===== src/rtl/pipe_ctrl_stages.sv =====
// MIPS pipelined control path: ID decode plus ID/EX, EX/MEM, MEM/WB control registers.
// Supports bne/jal/jr, illegal detection and branch resolution in ID or EX.
package pipe_ctrl_pkg;

  localparam logic [5:0] OP_R    = 6'b000000;
  localparam logic [5:0] OP_LW   = 6'b100011;
  localparam logic [5:0] OP_SW   = 6'b101011;
  localparam logic [5:0] OP_BEQ  = 6'b000100;
  localparam logic [5:0] OP_BNE  = 6'b000101;
  localparam logic [5:0] OP_ADDI = 6'b001000;
  localparam logic [5:0] OP_J    = 6'b000010;
  localparam logic [5:0] OP_JAL  = 6'b000011;

  localparam logic [5:0] FN_ADD = 6'b100000;
  localparam logic [5:0] FN_SUB = 6'b100010;
  localparam logic [5:0] FN_AND = 6'b100100;
  localparam logic [5:0] FN_OR  = 6'b100101;
  localparam logic [5:0] FN_SLT = 6'b101010;
  localparam logic [5:0] FN_JR  = 6'b001000;

  localparam logic [2:0] ALU_AND = 3'b000;
  localparam logic [2:0] ALU_OR  = 3'b001;
  localparam logic [2:0] ALU_ADD = 3'b010;
  localparam logic [2:0] ALU_SUB = 3'b110;
  localparam logic [2:0] ALU_SLT = 3'b111;

  typedef struct packed {
    logic       regwrite;
    logic       memwrite;
    logic [1:0] memtoreg;
    logic [1:0] regdst;
    logic       alusrc;
    logic [2:0] alu;
    logic       branch;
    logic       is_bne;
  } id_ex_t;

  typedef struct packed {
    logic       regwrite;
    logic       memwrite;
    logic [1:0] memtoreg;
  } ex_mem_t;

  typedef struct packed {
    logic       regwrite;
    logic [1:0] memtoreg;
  } mem_wb_t;

  localparam id_ex_t ID_EX_BUBBLE = '{
    regwrite: 1'b0, memwrite: 1'b0,
    memtoreg: 2'b00, regdst: 2'b00,
    alusrc: 1'b0, alu: ALU_ADD,
    branch: 1'b0, is_bne: 1'b0
  };

endpackage

module pipe_ctrl_stages
  import pipe_ctrl_pkg::*;
#(
  parameter bit BRANCH_IN_D = 1'b1,
  parameter int ALUCTL_W    = 3
) (
  input  logic                clk,
  input  logic                reset,
  input  logic [5:0]          opcode_d,
  input  logic [5:0]          funct_d,
  input  logic                eq_d,
  input  logic                zero_e,
  input  logic                stall_d,
  input  logic                flush_e,
  output logic                pcsrc,
  output logic                jump_d,
  output logic                jump_r_d,
  output logic                flush_f_o,
  output logic                illegal_d,
  output logic [ALUCTL_W-1:0] alucontrol_e,
  output logic                alusrc_e,
  output logic [1:0]          regdst_e,
  output logic                memwrite_m,
  output logic                regwrite_e,
  output logic                regwrite_m,
  output logic                regwrite_w,
  output logic [1:0]          memtoreg_e,
  output logic [1:0]          memtoreg_m,
  output logic [1:0]          memtoreg_w
);

  id_ex_t  dec;
  id_ex_t  id_ex;
  ex_mem_t ex_mem;
  mem_wb_t mem_wb;
  logic    pcsrc_d;
  logic    pcsrc_e;
  logic    ex_kill;

  always_comb begin
    dec       = ID_EX_BUBBLE;
    jump_d    = 1'b0;
    jump_r_d  = 1'b0;
    illegal_d = 1'b0;
    unique case (opcode_d)
      OP_R: begin
        unique case (funct_d)
          FN_ADD: begin
            dec.regwrite = 1'b1;
            dec.regdst   = 2'b01;
            dec.alu      = ALU_ADD;
          end
          FN_SUB: begin
            dec.regwrite = 1'b1;
            dec.regdst   = 2'b01;
            dec.alu      = ALU_SUB;
          end
          FN_AND: begin
            dec.regwrite = 1'b1;
            dec.regdst   = 2'b01;
            dec.alu      = ALU_AND;
          end
          FN_OR: begin
            dec.regwrite = 1'b1;
            dec.regdst   = 2'b01;
            dec.alu      = ALU_OR;
          end
          FN_SLT: begin
            dec.regwrite = 1'b1;
            dec.regdst   = 2'b01;
            dec.alu      = ALU_SLT;
          end
          FN_JR:   jump_r_d  = 1'b1;
          default: illegal_d = 1'b1;
        endcase
      end
      OP_LW: begin
        dec.alusrc   = 1'b1;
        dec.regwrite = 1'b1;
        dec.memtoreg = 2'b01;
      end
      OP_SW: begin
        dec.alusrc   = 1'b1;
        dec.memwrite = 1'b1;
      end
      OP_BEQ: begin
        dec.branch = 1'b1;
        dec.alu    = ALU_SUB;
      end
      OP_BNE: begin
        dec.branch = 1'b1;
        dec.is_bne = 1'b1;
        dec.alu    = ALU_SUB;
      end
      OP_ADDI: begin
        dec.alusrc   = 1'b1;
        dec.regwrite = 1'b1;
      end
      OP_J: jump_d = 1'b1;
      OP_JAL: begin
        jump_d       = 1'b1;
        dec.regdst   = 2'b10;
        dec.memtoreg = 2'b10;
        dec.regwrite = 1'b1;
      end
      default: illegal_d = 1'b1;
    endcase
  end

  // ID-side operands are not forwarded yet while stalled, so no redirect then
  assign pcsrc_d = dec.branch & (eq_d ^ dec.is_bne) & ~stall_d;
  assign pcsrc_e = id_ex.branch & (zero_e ^ id_ex.is_bne);
  assign ex_kill = ~BRANCH_IN_D & pcsrc_e;

  assign pcsrc = BRANCH_IN_D ? pcsrc_d : pcsrc_e;
  assign flush_f_o = BRANCH_IN_D
                   ? (~stall_d & (pcsrc_d | jump_d | jump_r_d))
                   : (pcsrc_e | jump_d | jump_r_d);

  always_ff @(posedge clk or posedge reset) begin
    if (reset) begin
      id_ex <= ID_EX_BUBBLE;
    end else if (flush_e | ex_kill) begin
      id_ex <= ID_EX_BUBBLE;
    end else if (!stall_d) begin
      id_ex <= dec;
    end
  end

  always_ff @(posedge clk or posedge reset) begin
    if (reset) begin
      ex_mem <= '0;
      mem_wb <= '0;
    end else begin
      ex_mem <= '{
        regwrite: id_ex.regwrite,
        memwrite: id_ex.memwrite,
        memtoreg: id_ex.memtoreg
      };
      mem_wb <= '{
        regwrite: ex_mem.regwrite,
        memtoreg: ex_mem.memtoreg
      };
    end
  end

  assign alucontrol_e = ALUCTL_W'(id_ex.alu);
  assign alusrc_e     = id_ex.alusrc;
  assign regdst_e     = id_ex.regdst;
  assign regwrite_e   = id_ex.regwrite;
  assign memtoreg_e   = id_ex.memtoreg;
  assign memwrite_m   = ex_mem.memwrite;
  assign regwrite_m   = ex_mem.regwrite;
  assign memtoreg_m   = ex_mem.memtoreg;
  assign regwrite_w   = mem_wb.regwrite;
  assign memtoreg_w   = mem_wb.memtoreg;

endmodule


===== config.mk =====
export PLATFORM = sky130hd
export DESIGN_NAME = pipe_ctrl_stages
export DESIGN_NICKNAME = d
export VERILOG_FILES = /design/src/rtl/pipe_ctrl_stages.sv
export SDC_FILE = /design/constraint.sdc
export NUM_CORES = 1
export LEC_CHECK = 0
export CORE_UTILIZATION = 37
export DETAILED_ROUTE_END_ITERATION = 8
export PLACE_DENSITY = 0.74
export SLEW_MARGIN = 20
export SYNTH_ARGS = -nofsm -noshare
export SYNTH_HDL_FRONTEND = slang
export SYNTH_SLANG_ARGS = --single-unit

===== constraint.sdc =====
create_clock -name clk -period 1.3 [get_ports clk]
set_input_delay 0.195 -clock clk [delete_from_list [all_inputs] [get_ports clk]]
set_output_delay 0.195 -clock clk [all_outputs]
set_load 0.01 [all_outputs]

==> impl_metrics.toml <==
[status]
status = "finished with violations"
failed_checks = "setup timing"

[pwr]
switching_share_pct = 25.2
p_per_area_mw_per_mm2 = 662
ir_drop_v = 0.000493
p_leak_uw = 0.000805
pwr-share-seq_pct = 51.4
pwr-share-clk_pct = 26.0
p_int_uw = 780
combPwrFrac_pct = 22.6
netSwitchingPower_uw = 262
p_total_uw = 1040

[floorplanning]
die_w_um = 52.3
fp.dieArea_sq_mm = 0.00273
std_cell_rows = 17
die_height_um = 52.3
io_pins = 39
core_area_sq_mm = 0.00230
start_util_pct = 40.7

[logic_synthesis]
syn_inst = 93
yosys.area_share.simple_pct = 29.5
yosysSeqAreaShare_pct = 45.6
ys_ff_latch = 17
ys_warn_count = 0
synthXorXnorAreaFrac_pct = 0.936
synth_ff_type = "dfrtp_1"
synth_top_area_share_pct = 42.8
synthArstFlopShare_pct = 100
synth_top_family_by_area = "simple AND/OR/NAND/NOR gates"
syn-num-nets = 111
synth_common_cells = "16 x dfrtp_1, 10 x nand2_1, 8 x buf_4, 5 x inv_1, 5 x nor2_1"
synth-compound-area-share_pct = 13.0
avgSynthCellArea_sq_um = 10.1
synth.most_common_cell = "dfrtp_1"
synth_mux_area_share_pct = 0
synth_edf_count = 0
synthesis.area_sq_um = 936
ys_types = 39
synth_fa_ha_area_share_pct = 0
synth_top_area_cell = "dfrtp_1"
synth_area_leaders = "dfrtp_1 43%, buf_4 6.4%, nand2_1 4.0%, dfstp_2 2.8%, nor4b_1 2.8%"

[place]
dp_cells = 171
numPortBuffers = 37
gp_congestion = 0.831
place_hpwl_um = 1870
pre_cts_ws_ns = -1.08

[cts]
htree_levels = 1
clock_sinks = 17
insertion_delay_ns = 0.28
cts_root_buf = "clkbuf_4"
cts_tree = "done"
max-clock-path-buffers = 2
clkTransAtPathRegs_ns = 0.09
cts_buffers = 3

[worst_setup_path]
crit_chain = "buf_8 > nor4b_4 > or4b_4 > buf_6 > o311ai_4 > buf_2"
setup.worst_path.start_class = "input port"
slowest_stage = "or4b_4"
slowest_delay_ns = 0.51
cp-startpoint = "opcode_d[3]"
critical_path_peak_fanout = 2
arrival_ns = 1.47
critical_path_class = "input port to primary output"
endpoint_kind = "primary output"
reg2reg_from = "regwrite_e"
critPathRequiredTime_ns = 1.11

[grt]
track_usage_pct = 19.4
grt_pass1_vias = 892
antenna_found_initial = 0
grt_overflow = 0
grt_start_max_net_pins = 11
grt_pass1_wl_um = 3920

[cells_and_area]
fill_cells = 214
num_antenna_cells = 0
final_cells = 183
nets = 174
area_growth_pct = 68.2
layout-drive-gt1-share_pct = 42.6

[timing]
hold_viol_final = 0
rsz0062_at_grt = "yes"
final.period_utilization_pct = 128
timing.final.ws_setup_ns = -0.370
slew_headroom_pct = 74.8
finClkSkew_ns = 0.000601
min_period_ns = 1.67
fmax_mhz = 599
hold_ws_ns = 0.153
finalMaxSlewViolations = 0
setup_viol = 4
setup_tns_ns = -0.897
worst_pin_slew_ns = 0.373

[hold_path]
hold_class = "input port to async pin"

[drt]
wl_per_cell_um = 13.6
antenna_left = 0
drcViolationCount = 0
vias = 925
dr.pass1.iters = 4
drt-total-wl_um = 2480
drt_iter0_drc = 20
viasPerCell = 5.05

[run]
maxCapViolations = 0
[metal layers]
| layer | share of wire (%) | vias up | global-route usage (%) |
|---|---|---|---|
| met5 | 0 | - | 0 |
| met4 | 1.9 | 0 | 9.21 |
| met3 | 5.0 | 6 | 2.61 |
| met2 | 52 | 39 | 35.7 |
| met1 | 41 | 425 | 21.7 |
| li1 | - | 455 | - |
[kinds of logic (layout without fill, tap and decap cells)]
group / count (synthesis) / after routing
AO/OA/AOI/OAI: 17 / 17
AND/OR/NAND/NOR: 41 / 41
XOR/XNOR: 1 / 1
buffers and inverters: 17 / 79
flip-flops: 17 / 17
[cells in the final DEF, fill, tap and decap left out, types with 2 or more instances in the layout]
master and instances:
nand2b_1 2, buf_8 2, inv_1 4, nor2b_1 2
nand3_1 2, nor2_2 3, buf_4 26, nand4_1 4
nor4b_1 2, clkbuf_4 3, dlygate4sd2_1 20, buf_2 6
nor3b_1 2, a21oi_1 4, clkdlybuf4s15_1 3, clkdlybuf4s50_1 2
buf_6 9, dfrtp_1 16, clkbuf_2 2, o21ai_0 2
nand2_1 9
[what timing repair did]
item | CTS | global route
gates cloned | 0 | 0
hold buffers | 0 | 0
pin swaps | 9 | 7
endpoints found under the setup margin | 31 | 6
setup buffers | 7 | 3
resized for setup | 83 | 16
[final timing paths]
check	to	slack, ns	cells after the start
min in group clk	id_ex[10]	0.32	4
setup / recovery	flush_f_o	-0.37	6
max in group asynchronous	alusrc_e	0.72	3
hold reg to reg	memwrite_m	0.39	0
hold / removal	regwrite_m	0.15	2
setup reg to reg	regwrite_e	0.51	3
[sequential cells by signal, summed over array words and instances (netlist names)]
register and flops:
regwrite_e 1, memtoreg_e 2, alucontrol_e 3, id_ex 1, memtoreg_w 2, memtoreg_m 2
alusrc_e 1, regdst_e 2, regwrite_m 1, regwrite_w 1, memwrite_m 1
[power by group through the flow]
| stage | Sequential (uW) | Clock, uW | Combinational, uW |
|---|---|---|---|
| final | 535 | 271 | 236 |
| after detailed placement | 546 | 0 | 220 |
| after global placement | 545 | 0 | 214 |
| after CTS | 535 | 274 | 222 |
| after floorplan | 546 | 0 | 90.5 |
| after global routing | 536 | 293 | 255 |
[layout make-up]
| class | count | area, sq um | share of cell area, % |
|---|---|---|---|
| clock buffers | 4 | 26.3 | 1.67 |
| inverters | 5 | 18.8 | 1.19 |
| multi-input cells | 59 | 475 | 30.2 |
| flip-flops and latches | 17 | 427 | 27.1 |
| well taps | 28 | 35.0 | 2.23 |
| repair buffers | 70 | 592 | 37.6 |
[critical path, delay by kind of cell]
family / cells / cell delay (ns)
buffers and inverters: 3 / 0.41
AND/OR/NAND/NOR: 2 / 0.80
AO/OA/AOI/OAI: 1 / 0.06
[metrics by stage]
| stage | cell area [sq um] | util, % |
|---|---|---|
| 5_1_grt | 1570 | 68.5 |
| 2_1_floorplan | 966 | - |
| 6_report | 1570 | 68.5 |
| 3_3_place_gp | 1470 | 63.8 |
| 3_5_place_dp | 1470 | 63.8 |
| 4_1_cts | 1530 | 66.7 |
Note: power is estimated with default switching activity, not from simulation.
